**src/rtl/multicast_bus_buffered.sv**
```systemverilog
// Purpose : buffered multicast from one slave port to MASTER_NUMS PE masters; each entry goes to every master whose scanned ID equals its tag, or to all masters in broadcast mode.
// Latency : 2 cycles from push accept to master enable; one entry per cycle when every matched master is ready.
// Backpress: in_ready low only while the FIFO is full; each master handshakes on its own, so a stalled master holds only the head entry.
// Ports   : clk/rst (async active-high); in_ready, in_enable_tag_value {en,tag,value}, in_bcast (slave side);
//           master_ready, master_enable_data {en,value} (per master); set_id, id_scan_in, id_scan_out (ID scan chain);
//           busy (FIFO or head occupied); drop_count (saturating count of entries matching no master).
module multicast_bus_buffered #(
    parameter int MASTER_NUMS = 14,
    parameter int ID_LEN      = 5,
    parameter int VALUE_LEN   = 32,
    parameter int FIFO_DEPTH  = 4
) (
    input  logic                                  clk,
    input  logic                                  rst,
    output logic                                  in_ready,
    input  logic [VALUE_LEN+ID_LEN:0]             in_enable_tag_value,
    input  logic                                  in_bcast,
    input  logic [MASTER_NUMS-1:0]                master_ready,
    output logic [MASTER_NUMS-1:0][VALUE_LEN:0]   master_enable_data,
    input  logic                                  set_id,
    input  logic [ID_LEN-1:0]                     id_scan_in,
    output logic [ID_LEN-1:0]                     id_scan_out,
    output logic                                  busy,
    output logic [15:0]                           drop_count
);

    localparam int PTR_W   = $clog2(FIFO_DEPTH);
    localparam int ENTRY_W = 1 + ID_LEN + VALUE_LEN;

    typedef enum logic {S_EMPTY, S_DELIVER} state_t;

    state_t                 state;
    logic [ENTRY_W-1:0]     fifo_mem [FIFO_DEPTH];
    logic [PTR_W-1:0]       wr_ptr;
    logic [PTR_W-1:0]       rd_ptr;
    logic [PTR_W:0]         count;
    logic [ID_LEN-1:0]      id [MASTER_NUMS];
    logic [VALUE_LEN-1:0]   head_value;
    logic [MASTER_NUMS-1:0] pending;
    logic [MASTER_NUMS-1:0] match;

    logic                   push;
    logic                   pop;
    logic                   fifo_empty;
    logic                   done;
    logic                   fifo_bcast;
    logic [ID_LEN-1:0]      fifo_tag;
    logic [VALUE_LEN-1:0]   fifo_value;

    assign fifo_empty = (count == '0);
    assign in_ready   = (count < (PTR_W+1)'(FIFO_DEPTH));
    assign push       = in_enable_tag_value[ENTRY_W-1] && in_ready;

    // Every still-pending master transfers this cycle; pending is always
    // zero in S_EMPTY so done is trivially true there.
    assign done = ((pending & ~master_ready) == '0);
    assign pop  = !fifo_empty && ((state == S_EMPTY) || done);

    assign {fifo_bcast, fifo_tag, fifo_value} = fifo_mem[rd_ptr];

    // Match uses the IDs present in the load cycle; later scans never
    // touch an already-loaded head.
    always_comb begin
        match = '0;
        for (int i = 0; i < MASTER_NUMS; i++) begin
            match[i] = fifo_bcast || (id[i] == fifo_tag);
        end
    end

    // FIFO storage: stored entry is {bcast, tag, value}
    always_ff @(posedge clk) begin
        if (push) begin
            fifo_mem[wr_ptr] <= {in_bcast, in_enable_tag_value[ENTRY_W-2:0]};
        end
    end

    always_ff @(posedge clk or posedge rst) begin
        if (rst) begin
            wr_ptr <= '0;
            rd_ptr <= '0;
            count  <= '0;
        end else begin
            if (push) wr_ptr <= wr_ptr + PTR_W'(1);
            if (pop)  rd_ptr <= rd_ptr + PTR_W'(1);
            count <= count + {{PTR_W{1'b0}}, push} - {{PTR_W{1'b0}}, pop};
        end
    end

    // ID scan chain: shifts toward id[MASTER_NUMS-1] on each set_id
    always_ff @(posedge clk or posedge rst) begin
        if (rst) begin
            for (int i = 0; i < MASTER_NUMS; i++) id[i] <= '0;
        end else if (set_id) begin
            id[0] <= id_scan_in;
            for (int i = 1; i < MASTER_NUMS; i++) id[i] <= id[i-1];
        end
    end

    // Head stage. pending is cleared per master as it transfers, so it is
    // all-zero in S_EMPTY and can drive the enables directly. An all-zero
    // pending while in S_DELIVER can only come from a zero-match load.
    always_ff @(posedge clk or posedge rst) begin
        if (rst) begin
            state      <= S_EMPTY;
            pending    <= '0;
            head_value <= '0;
            drop_count <= '0;
        end else begin
            if (state == S_DELIVER && pending == '0 && drop_count != 16'hFFFF) begin
                drop_count <= drop_count + 16'd1;
            end
            if (pop) begin
                state      <= S_DELIVER;
                pending    <= match;
                head_value <= fifo_value;
            end else if (state == S_DELIVER) begin
                pending <= pending & ~master_ready;
                if (done) state <= S_EMPTY;
            end
        end
    end

    always_comb begin
        for (int i = 0; i < MASTER_NUMS; i++) begin
            master_enable_data[i] = {pending[i], head_value};
        end
    end

    assign busy        = !fifo_empty || (state == S_DELIVER);
    assign id_scan_out = id[MASTER_NUMS-1];

endmodule

```
**config.mk**
```make
export PLATFORM = sky130hd
export DESIGN_NAME = multicast_bus_buffered
export DESIGN_NICKNAME = d
export VERILOG_FILES = /design/src/rtl/multicast_bus_buffered.sv
export SDC_FILE = /design/constraint.sdc
export NUM_CORES = 1
export LEC_CHECK = 0
export ABC_AREA = 1
export CAP_MARGIN = 10
export CORE_AREA = 2 2 213 215
export CTS_CLUSTER_SIZE = 24
export DETAILED_ROUTE_END_ITERATION = 6
export DIE_AREA = 0 0 215 217
export PLACE_DENSITY = 0.66
export SYNTH_ARGS = -nofsm -noshare
export SYNTH_HDL_FRONTEND = slang
export SYNTH_SLANG_ARGS = --single-unit
```
**constraint.sdc**
```tcl
create_clock -name clk -period 6.25 [get_ports clk]
set_clock_uncertainty 0.1 [all_clocks]
set_input_delay 1.25 -clock clk [delete_from_list [all_inputs] [get_ports clk]]
set_output_delay 1.25 -clock clk [all_outputs]
set_load 0.01 [all_outputs]
```
==> results of run 1 <==
metal layers:
layer  track usage  vias to the layer above
met4        0.0717                        2
met5             0                        -
met3        0.0393                       68
met1         0.206                     5399
met2         0.299                      415
li1              -                     5434
worst reg2reg max path: cells and delay by family (launching register included):
| kind | cells | cell delay, ps |
|---|---|---|
| flip-flops | 1 | 730 |
| AND/OR/NAND/NOR | 9 | 2020 |
| buffers and inverters | 1 | 760 |
final cells by class:
| type | instances | share of cell area |
|---|---|---|
| sequential | 292 | 0.403 |
| timing repair buffer | 558 | 0.277 |
| multi-input combinational | 872 | 0.205 |
| clock buffer | 42 | 0.0486 |
| tap | 600 | 0.0375 |
| inverter | 103 | 0.0196 |
| clock inverter | 19 | 0.00912 |
cell families (layout without fill, tap and decap cells):
| logic type | Yosys count | in the layout |
|---|---|---|
| AO/OA/AOI/OAI | 198 | 198 |
| XOR/XNOR | 32 | 32 |
| adder cells (fa/ha/maj) | 8 | 8 |
| buffers and inverters | 590 | 722 |
| flip-flops | 292 | 292 |
| multiplexers | 1 | 1 |
| AND/OR/NAND/NOR | 633 | 633 |
cell usage in the layout (no fill, tap or decap):
cell,n
sky130_fd_sc_hd__clkdlybuf4s50_1,544
sky130_fd_sc_hd__nand2_1,400
sky130_fd_sc_hd__edfxtp_1,152
sky130_fd_sc_hd__o21ai_0,138
sky130_fd_sc_hd__dfrtp_1,138
sky130_fd_sc_hd__nor2_1,119
sky130_fd_sc_hd__inv_1,99
sky130_fd_sc_hd__nand3_1,82
sky130_fd_sc_hd__clkbuf_16,36
sky130_fd_sc_hd__o22ai_1,33
sky130_fd_sc_hd__a21oi_1,26
sky130_fd_sc_hd__xor2_1,19
sky130_fd_sc_hd__buf_4,14
sky130_fd_sc_hd__xor2_2,10
sky130_fd_sc_hd__clkinv_2,9
sky130_fd_sc_hd__nor3_1,8
sky130_fd_sc_hd__ha_1,7
sky130_fd_sc_hd__nand2_2,5
sky130_fd_sc_hd__nand3_2,5
sky130_fd_sc_hd__clkbuf_8,5
sky130_fd_sc_hd__nor2_4,4
sky130_fd_sc_hd__nand4_1,4
sky130_fd_sc_hd__clkinv_1,3
sky130_fd_sc_hd__xnor2_1,3
sky130_fd_sc_hd__inv_6,3
sky130_fd_sc_hd__nor4_1,3
sky130_fd_sc_hd__clkinvlp_4,3
sky130_fd_sc_hd__bufinv_16,3
sky130_fd_sc_hd__inv_2,2
sky130_fd_sc_hd__dfrtp_2,2
sky130_fd_sc_hd__o21ai_1,1
sky130_fd_sc_hd__nor2_2,1
sky130_fd_sc_hd__nand2_4,1
sky130_fd_sc_hd__nand3b_1,1
sky130_fd_sc_hd__mux2_2,1
sky130_fd_sc_hd__fa_1,1
sky130_fd_sc_hd__clkbuf_1,1
worst min path at each step:
stage                   from       end  slack (ps)  cells past startpoint
CTS                   id[40]    id[35]         390                      2
detailed placement  count[0]  count[0]         390                      1
floorplan           count[0]     state         360                      2
finish                id[40]    id[35]         390                      2
global route          id[65]    id[60]         420                      2
global placement    count[0]     state         380                      2
registers in the layout (all words and copies together), names as in the netlist:
name         cells
count            3
drop_count      16
fifo_mem       152
head_value      32
id              65
id_scan_out      5
pending         14
rd_ptr           2
state            1
wr_ptr           2
stage by stage:
stage          utilization  cell area [um^2]  hold slack [ps]  power (W)
2_1_floorplan            -             16000              360    0.00699
3_3_place_gp         0.422             18900              384    0.00875
3_5_place_dp         0.422             18900              394    0.00884
4_1_cts              0.448             20000              390     0.0109
5_1_grt              0.448             20000              422     0.0114
6_report             0.448             20000              391     0.0107
power breakdown:
| part | internal, W | leakage, nW | switching [W] |
|---|---|---|---|
| Sequential | 0.00242 | 3.15 | 0.000628 |
| Combinational | 0.00288 | 4.33 | 0.00279 |
| Clock | 0.00123 | 0.571 | 0.000790 |
| Total | 0.00653 | 8.05 | 0.00421 |
==> flow_metrics.py, run 1 <==
metrics = {
    "run_status": {
        "run_status": "finished, final reports clean",
    },
    "floorplan": {
        "die-area_mm2": 0.0467,
        "floorplan.io_pins": 546,
        "initial_core_util": 0.358,
        "rows": 78,
        "chipHeight_um": 217,
        "floorplan.core_area_mm2": 0.0447,
        "dieWidth_um": 215,
    },
    "logic_synthesis": {
        "synth.top_cell.area_share": 0.285,
        "yosys.cell_types.count": 31,
        "yosys.area_share.simple": 0.160,
        "post_synth_fa_ha_maj_area_fraction": 0.00673,
        "synth.top_cells.by_area": "sky130_fd_sc_hd__edfxtp_1 29%, sky130_fd_sc_hd__dfrtp_1 22%, sky130_fd_sc_hd__buf_4 20%",
        "largest_family_of_logic_cells_by_synthesized_area": "buffers and inverters",
        "ys_seq_area_frac": 0.504,
        "gate_count_of_the_mapped_netlist": 1754,
        "mappedNetlistNets": 1823,
        "postSynth.asyncResetShare": 0.479,
        "yosys_warnings": 0,
        "synth.ff_latch_count": 292,
        "synthMuxAreaShare": 0.000704,
        "xor_xnor_portion_of_the_synthesized_cell_area": 0.0222,
        "synth_flop_cell": "sky130_fd_sc_hd__edfxtp_1",
        "synthesis.area_mm2": 0.0160,
        "netlist.top_cell.by_area": "sky130_fd_sc_hd__edfxtp_1",
        "synth-compound-area-share": 0.0645,
        "yosysMostFrequentCell": "sky130_fd_sc_hd__buf_4",
        "avgSynthCellArea_um2": 9.12,
        "synth_enable_flop_cells": 152,
        "post_synth_most_frequent_cells": "423 x sky130_fd_sc_hd__buf_4, 401 x sky130_fd_sc_hd__nand2_1, 152 x sky130_fd_sc_hd__edfxtp_1",
    },
    "drt": {
        "ant_nets": 0,
        "drc": 0,
        "drtPass1Iterations": 7,
        "maxUsedRoutingLayer": "met5",
        "total_wire_length_um": 42600,
        "total_met2_wirelength_after_detailed_routing_um": 20900,
        "drt_iter0_drc": 665,
        "num_vias": 11300,
        "met3WireLength_um": 2950,
        "wl_per_cell_um": 17.1,
        "drt-vias-per-instance": 4.55,
        "route.layer.met1.wl_um": 17200,
    },
    "critical_path": {
        "crit_chain": "clkdlybuf4s50_1, inv_1, nand2_1, nand2_1, nor2_1, nand2_1, o21ai_1, nand2_2, clkinv_1, buf_4, ha_1, inv_1, ha_1, inv_1, fa_1, xnor2_1, xor2_1",
        "worst_setup_path_startpoint": "master_ready[11]",
        "worstPathBufferInverterCount": 6,
        "worst_r2r_path_depth": 10,
        "arrival_ps": 4100,
        "type_of_origin_of_the_critical_path": "input port",
        "timing.reg2reg.setup_slack_ps": 2510,
        "crit_path_end_kind": "flip-flop",
        "critical_path.max_fanout": 34,
        "timing.setup.critical_path_class": "input port to flip-flop",
        "slowest_stage": "sky130_fd_sc_hd__clkdlybuf4s50_1",
        "r2r-end": "pending[13]",
        "endpoint": "count[2]",
        "worst-path-stages": 17,
        "crit_family": "buffers and inverters",
        "regToRegStartpoint": "rd_ptr[1]",
        "cp_data_required_time_ps": 6570,
        "critPathMaxStageDelay_ps": 450,
    },
    "timing": {
        "grt_setup_unrepaired": "no",
        "min_period_over_period": 0.606,
        "timing.final.crit_period_ps": 3780,
        "hold_viol": 0,
        "setup_violations": 0,
        "fmaxAchievable_mhz": 264,
        "setup_total_negative_slack_ps": 0,
        "timing.final.ws_setup_ps": 2470,
        "slew-limit-headroom": 0.344,
        "worstMarginPinSlew_ps": 982,
        "timing_max_transition_violations_final": 0,
    },
    "grt": {
        "global_route_wire_length_before_repair_um": 62800,
        "antenna_found_initial": 1,
        "vias_in_the_first_global_route": 10600,
        "leftover_overflow_at_the_end_of_global_routing": 0,
        "pin_count_of_the_biggest_net_entering_global_routing": 90,
        "grt_util_all_layers": 0.172,
    },
    "power": {
        "power_per_cell_area_mw_per_mm2": 536,
        "power.static_leakage_nw": 8.05,
        "peakVddDrop_v": 0.000365,
    },
    "layout": {
        "area_of_combinational_cells_with_multiple_inputs_mm2": 0.00410,
        "antenna-diode-count": 0,
        "final_cell_count_no_fill": 2486,
        "final-seq-area_mm2": 0.00807,
        "nFillCells": 4281,
        "drive_above_1_share": 0.0551,
        "num-nets-final": 1930,
        "area_growth_syn_to_layout_pct": 25.1,
    },
    "place": {
        "dp_worst_setup_slack_ps": 1930,
        "dp_hpwl_um": 28900,
        "gp_congestion": 0.845,
        "io_buffer_count": 545,
        "post-place-cells": 2425,
    },
    "clock_tree": {
        "clock-root-buffer": "sky130_fd_sc_hd__clkbuf_16",
        "cts_buffer_depth": 3,
        "worst_skew_pair_later_pin_latency_ps": 520,
        "h_tree_levels": 2,
        "cts_hold_repair.buffers": 0,
        "cts_resized": 0,
        "clock_tree_from_tritoncts": "yes",
        "number_of_clock_sinks": 292,
        "cts_buffers": 34,
        "cts_setup_buffers": 0,
        "cts.reportedPaths.clkPinSlew_ps": 60,
    },
    "min_path": {
        "min-delay-path-class": "flip-flop to flip-flop",
    },
    "job": {
        "max_cap_viol_count": 0,
    },
}
Power figures use the tool's default switching activity.
==> run 2, diff against run 1 <==
--- a/config.mk
+++ b/config.mk
@@ -7,11 +7,11 @@
 export LEC_CHECK = 0
 export ABC_AREA = 1
 export CAP_MARGIN = 10
-export CORE_AREA = 2 2 213 215
+export CORE_AREA = 2 2 211 213
 export CTS_CLUSTER_SIZE = 24
 export DETAILED_ROUTE_END_ITERATION = 6
-export DIE_AREA = 0 0 215 217
-export PLACE_DENSITY = 0.66
+export DIE_AREA = 0 0 213 215
+export PLACE_DENSITY = 0.7
 export SYNTH_ARGS = -nofsm -noshare
 export SYNTH_HDL_FRONTEND = slang
 export SYNTH_SLANG_ARGS = --single-unit
==> constraint.sdc (replaced) <==
create_clock -name clk -period 3.42 [get_ports clk]
set_clock_uncertainty 0.1 [all_clocks]
set_input_delay 0.684 -clock clk [delete_from_list [all_inputs] [get_ports clk]]
set_output_delay 0.684 -clock clk [all_outputs]
set_load 0.01 [all_outputs]
==> flow_metrics.py, run 2 (synthesis results as in run 1) <==
metrics = {
    "clock_tree": {
        "clock_tree_from_tritoncts": "yes",
        "h_tree_levels": 1,
        "cts_setup_buffers": 0,
        "number_of_clock_sinks": 292,
        "cts_hold_repair.buffers": 0,
        "worst_skew_pair_later_pin_latency_ps": 570,
        "cts_resized": 0,
        "cts_buffer_depth": 3,
        "cts.reportedPaths.clkPinSlew_ps": 60,
        "clock-root-buffer": "sky130_fd_sc_hd__clkbuf_16",
        "cts_buffers": 30,
    },
    "drt": {
        "wl_per_cell_um": 17.3,
        "num_vias": 11500,
        "drt-vias-per-instance": 4.64,
        "total_wire_length_um": 42900,
        "ant_nets": 0,
        "drtPass1Iterations": 5,
        "drt_iter0_drc": 776,
        "drc": 0,
    },
    "layout": {
        "area_growth_syn_to_layout_pct": 25.3,
        "num-nets-final": 1941,
        "nFillCells": 4032,
        "post-route-util": 0.460,
        "top_regs": "fifo_mem (152), id (65), head_value (32)",
        "antenna-diode-count": 0,
        "registers.top_by_ff_count": "fifo_mem",
        "final_cell_area_mm2": 0.0201,
        "most-common-layout-cells": "544 x sky130_fd_sc_hd__clkdlybuf4s50_1, 400 x sky130_fd_sc_hd__nand2_1, 152 x sky130_fd_sc_hd__edfxtp_1, 138 x sky130_fd_sc_hd__o21ai_0, 138 x sky130_fd_sc_hd__dfrtp_1",
        "largest_register_ff_count": 152,
        "drive_above_1_share": 0.0564,
        "layout.cells.most_common": "sky130_fd_sc_hd__clkdlybuf4s50_1",
    },
    "critical_path": {
        "slowest_stage": "sky130_fd_sc_hd__clkdlybuf4s50_1",
        "crit_chain": "nor3_1, inv_1, nor2_1, inv_1, clkdlybuf4s50_1",
        "type_of_origin_of_the_critical_path": "flip-flop",
        "cp_data_required_time_ps": 2640,
        "critical_path.max_fanout": 3,
        "arrival_ps": 2090,
        "crit_path_end_kind": "output pin",
        "crit_path_frequent_cell": "sky130_fd_sc_hd__inv_1",
        "critPathMaxStageDelay_ps": 520,
        "timing.setup.critical_path_class": "flip-flop to output pin",
    },
    "floorplan": {
        "dieWidth_um": 213,
        "die-area_mm2": 0.0458,
        "chipHeight_um": 215,
        "rows": 77,
        "floorplan.io_pins": 546,
        "initial_core_util": 0.367,
        "floorplan.core_area_mm2": 0.0436,
    },
    "grt": {
        "antenna_found_initial": 3,
        "leftover_overflow_at_the_end_of_global_routing": 0,
        "global_route_wire_length_before_repair_um": 64200,
        "vias_in_the_first_global_route": 11100,
        "pin_count_of_the_biggest_net_entering_global_routing": 87,
        "grt_util_all_layers": 0.181,
    },
    "run_status": {
        "run_status": "finished, final reports clean",
    },
    "timing": {
        "fmaxAchievable_mhz": 349,
        "slew-limit-headroom": 0.550,
        "timing.final.crit_period_ps": 2870,
        "worstMarginPinSlew_ps": 674,
        "min_period_over_period": 0.839,
        "whs_ps": 404,
        "hold_viol": 0,
        "setup_violations": 0,
        "setup_total_negative_slack_ps": 0,
        "grt_setup_unrepaired": "no",
        "timing_max_transition_violations_final": 0,
    },
    "min_path": {
        "min-delay-path-class": "flip-flop to flip-flop",
    },
    "power": {
        "power_per_cell_area_mw_per_mm2": 965,
        "power.static_leakage_nw": 8.05,
        "power_w": 0.0193,
        "peakVddDrop_v": 0.000642,
    },
    "place": {
        "dp_hpwl_um": 29500,
        "dpl_cell_area_mm2": 0.0191,
        "gp_congestion": 0.845,
        "io_buffer_count": 545,
    },
    "job": {
        "max_cap_viol_count": 0,
    },
}
[run 2: cell types whose count changed in the layout (fill, tap and decap cells not counted), sizes merged]
cell / before / now
buf: 14 / 29
bufinv: 3 / 1
clkbuf: 42 / 43
clkinv: 12 / 10
inv: 104 / 102
[run 2: layout make-up]
class,instances,area (um^2),area share
tap,592,741,0.0369
multi-input combinational,872,4100,0.204
inverter,103,390,0.0195
sequential,292,8070,0.402
timing repair buffer,573,5790,0.289
clock buffer,43,871,0.0434
clock inverter,13,93.8,0.00468
[run 2: worst paths after layout]
check / from / slack, ps / depth (start not counted) / end
setup / recovery: count[1] / 550 / 5 / busy
min in group asynchronous: rst / 460 / 2 / drop_count[13]
max in group asynchronous: rst / 2020 / 3 / id[59]
hold / removal: count[2] / 400 / 2 / state
hold reg to reg: count[2] / 400 / 2 / state
setup reg to reg: rd_ptr[0] / 840 / 12 / pending[13]
[run 2: report_power, final]
part / switching, W / internal (W) / leakage (nW)
logic: 0.00527 / 0.00539 / 4.43
clock network: 0.00136 / 0.00184 / 0.471
registers: 0.00108 / 0.00441 / 3.15
total: 0.00771 / 0.0116 / 8.05
[run 2: worst max-delay path: cells and delay by family (launching register included)]
kind | cells | cell delay [ps]
simple gates | 2 | 410
buf+inv | 3 | 680
flops | 1 | 430
[run 2: metrics by stage]
| stage | worst slack [ps] | instances |
|---|---|---|
| 6_report | 551 | 2488 |
| 4_1_cts | 522 | 2488 |
| 2_1_floorplan | 417 | 1754 |
| 3_3_place_gp | 237 | 2432 |
| 5_1_grt | 435 | 2488 |
| 3_5_place_dp | 197 | 2432 |
[run 2: metal layers]
metal / wire (um) / track usage
met5: 39 / 0
met4: 1690 / 0.0751
met2: 20800 / 0.311
met1: 17400 / 0.223
met3: 3040 / 0.0305
==> run 3, diff against run 2 <==
--- a/config.mk
+++ b/config.mk
@@ -7,11 +7,11 @@
 export LEC_CHECK = 0
 export ABC_AREA = 1
 export CAP_MARGIN = 10
-export CORE_AREA = 2 2 211 213
+export CORE_AREA = 2 2 213 215
 export CTS_CLUSTER_SIZE = 24
 export DETAILED_ROUTE_END_ITERATION = 6
-export DIE_AREA = 0 0 213 215
-export PLACE_DENSITY = 0.7
+export DIE_AREA = 0 0 215 217
+export PLACE_DENSITY = 0.66
 export SYNTH_ARGS = -nofsm -noshare
 export SYNTH_HDL_FRONTEND = slang
 export SYNTH_SLANG_ARGS = --single-unit
==> constraint.sdc (replaced) <==
create_clock -name clk -period 2.9 [get_ports clk]
set_clock_uncertainty 0.1 [all_clocks]
set_input_delay 0.58 -clock clk [delete_from_list [all_inputs] [get_ports clk]]
set_output_delay 0.58 -clock clk [all_outputs]
set_load 0.01 [all_outputs]
==> flow_metrics.py, run 3 (synthesis results as in run 1) <==
metrics = {
    "timing": {
        "grt_setup_unrepaired": "no",
        "timing.final.crit_period_ps": 2750,
        "setup_total_negative_slack_ps": 0,
        "slew-limit-headroom": 0.564,
        "min_period_over_period": 0.947,
        "hold_viol": 0,
        "setup_violations": 0,
        "timing_max_transition_violations_final": 0,
        "fmaxAchievable_mhz": 364,
        "worstMarginPinSlew_ps": 654,
    },
    "drt": {
        "drtPass1Iterations": 4,
        "wl_per_cell_um": 16.6,
        "total_wire_length_um": 41700,
        "ant_nets": 0,
        "num_vias": 11500,
        "drc": 0,
        "drt_iter0_drc": 757,
        "drt-vias-per-instance": 4.57,
    },
    "clock_tree": {
        "clock-root-buffer": "sky130_fd_sc_hd__clkbuf_16",
        "cts_buffers": 31,
        "number_of_clock_sinks": 292,
        "cts_resized": 0,
        "clock_tree_from_tritoncts": "yes",
        "cts.reportedPaths.clkPinSlew_ps": 60,
        "cts_setup_buffers": 0,
        "cts_buffer_depth": 3,
        "h_tree_levels": 1,
        "worst_skew_pair_later_pin_latency_ps": 560,
        "cts_hold_repair.buffers": 0,
    },
    "grt": {
        "antenna_found_initial": 1,
        "pin_count_of_the_biggest_net_entering_global_routing": 69,
        "grt_util_all_layers": 0.171,
        "leftover_overflow_at_the_end_of_global_routing": 0,
        "vias_in_the_first_global_route": 11100,
        "global_route_wire_length_before_repair_um": 63100,
    },
    "critical_path": {
        "worstPathBufferInverterCount": 3,
        "crit_chain": "nor3_1, inv_1, nor2_1, inv_1, clkdlybuf4s50_1",
        "crit_path_end_kind": "output pin",
        "worst_r2r_path_depth": 14,
        "type_of_origin_of_the_critical_path": "flip-flop",
        "critical_path.max_fanout": 3,
        "crit_family": "buffers and inverters",
        "slowest_stage": "sky130_fd_sc_hd__clkdlybuf4s50_1",
        "timing.reg2reg.setup_slack_ps": 460,
        "cp_data_required_time_ps": 2220,
        "timing.setup.critical_path_class": "flip-flop to output pin",
        "worst-path-stages": 5,
        "r2r-end": "count[2]",
        "regToRegStartpoint": "pending[11]",
        "crit_path_frequent_cell": "sky130_fd_sc_hd__inv_1",
        "critPathMaxStageDelay_ps": 480,
        "arrival_ps": 2070,
    },
    "power": {
        "share_seq_of_total_power": 0.276,
        "cell_internal_pwr_w": 0.0143,
        "power.clock.fraction": 0.185,
        "peakVddDrop_v": 0.000730,
        "netSwitchingFraction": 0.388,
        "comb_power_share": 0.539,
        "power_per_cell_area_mw_per_mm2": 1150,
        "power_switching_w": 0.00904,
        "power.static_leakage_nw": 8.21,
    },
    "floorplan": {
        "chipHeight_um": 217,
        "rows": 78,
        "floorplan.io_pins": 546,
        "die-area_mm2": 0.0467,
        "dieWidth_um": 215,
        "floorplan.core_area_mm2": 0.0447,
        "initial_core_util": 0.358,
    },
    "layout": {
        "largest_register_ff_count": 152,
        "post-route-util": 0.455,
        "area_growth_syn_to_layout_pct": 27.1,
        "area_of_combinational_cells_with_multiple_inputs_mm2": 0.00410,
        "layout.cells.most_common": "sky130_fd_sc_hd__clkdlybuf4s50_1",
        "nFillCells": 4272,
        "registers.top_by_ff_count": "fifo_mem",
        "most-common-layout-cells": "544 x sky130_fd_sc_hd__clkdlybuf4s50_1, 400 x sky130_fd_sc_hd__nand2_1, 152 x sky130_fd_sc_hd__edfxtp_1, 138 x sky130_fd_sc_hd__o21ai_0, 138 x sky130_fd_sc_hd__dfrtp_1",
        "top_regs": "fifo_mem (152), id (65), head_value (32)",
        "final_cell_count_no_fill": 2519,
        "final-seq-area_mm2": 0.00807,
        "drive_above_1_share": 0.0704,
        "num-nets-final": 1962,
    },
    "place": {
        "gp_congestion": 0.834,
        "post-place-cells": 2460,
        "io_buffer_count": 545,
        "dp_hpwl_um": 28600,
    },
    "job": {
        "max_cap_viol_count": 0,
    },
    "min_path": {
        "min-delay-path-class": "input port to asynchronous set/reset pin",
    },
    "run_status": {
        "run_status": "finished, final reports clean",
    },
}
## run 3: worst max path at each step
stage	slack, ps	end	from
6_report	150	busy	count[1]
5_1_grt	10	busy	count[1]
4_1_cts	120	busy	count[1]
3_5_place_dp	-170	count[2]	master_ready[11]
3_3_place_gp	-140	count[2]	master_ready[11]
2_1_floorplan	0.6	fifo_mem[0][0]	in_enable_tag_value[37]
## run 3: layout make-up
type / instances / area share
diodes: 1 / 0.000123
clock inverters: 21 / 0.0146
well taps: 600 / 0.0369
clock buffers: 37 / 0.0407
flip-flops and latches: 292 / 0.397
repair buffers: 593 / 0.290
inverters: 103 / 0.0192
multi-input cells: 872 / 0.202
## run 3: routing by layer
| layer | wire length, um | global-route usage | up-vias |
|---|---|---|---|
| met2 | 20000 | 0.292 | 421 |
| met3 | 2710 | 0.0302 | 66 |
| met5 | 0 | 0 | - |
| met4 | 1610 | 0.0770 | 0 |
| li1 | - | - | 5504 |
| met1 | 17400 | 0.211 | 5519 |
## run 3: power by group through the flow
stage,Sequential (W),Clock [W],Combinational (W)
floorplan,0.00632,0,0.00874
global placement,0.00647,0,0.0125
detailed placement,0.00654,0,0.0127
CTS,0.00646,0.00442,0.0127
global route,0.00661,0.00460,0.0135
finish,0.00643,0.00432,0.0126
## run 3: stage by stage
step	power (W)	cell area [um^2]	hold slack (ps)	worst slack [ps]
4_1_cts	0.0236	20300	301	117
3_3_place_gp	0.0190	19200	388	-136
2_1_floorplan	0.0151	16000	360	0.611
3_5_place_dp	0.0192	19200	393	-174
6_report	0.0233	20300	315	154
5_1_grt	0.0247	20300	317	11.7
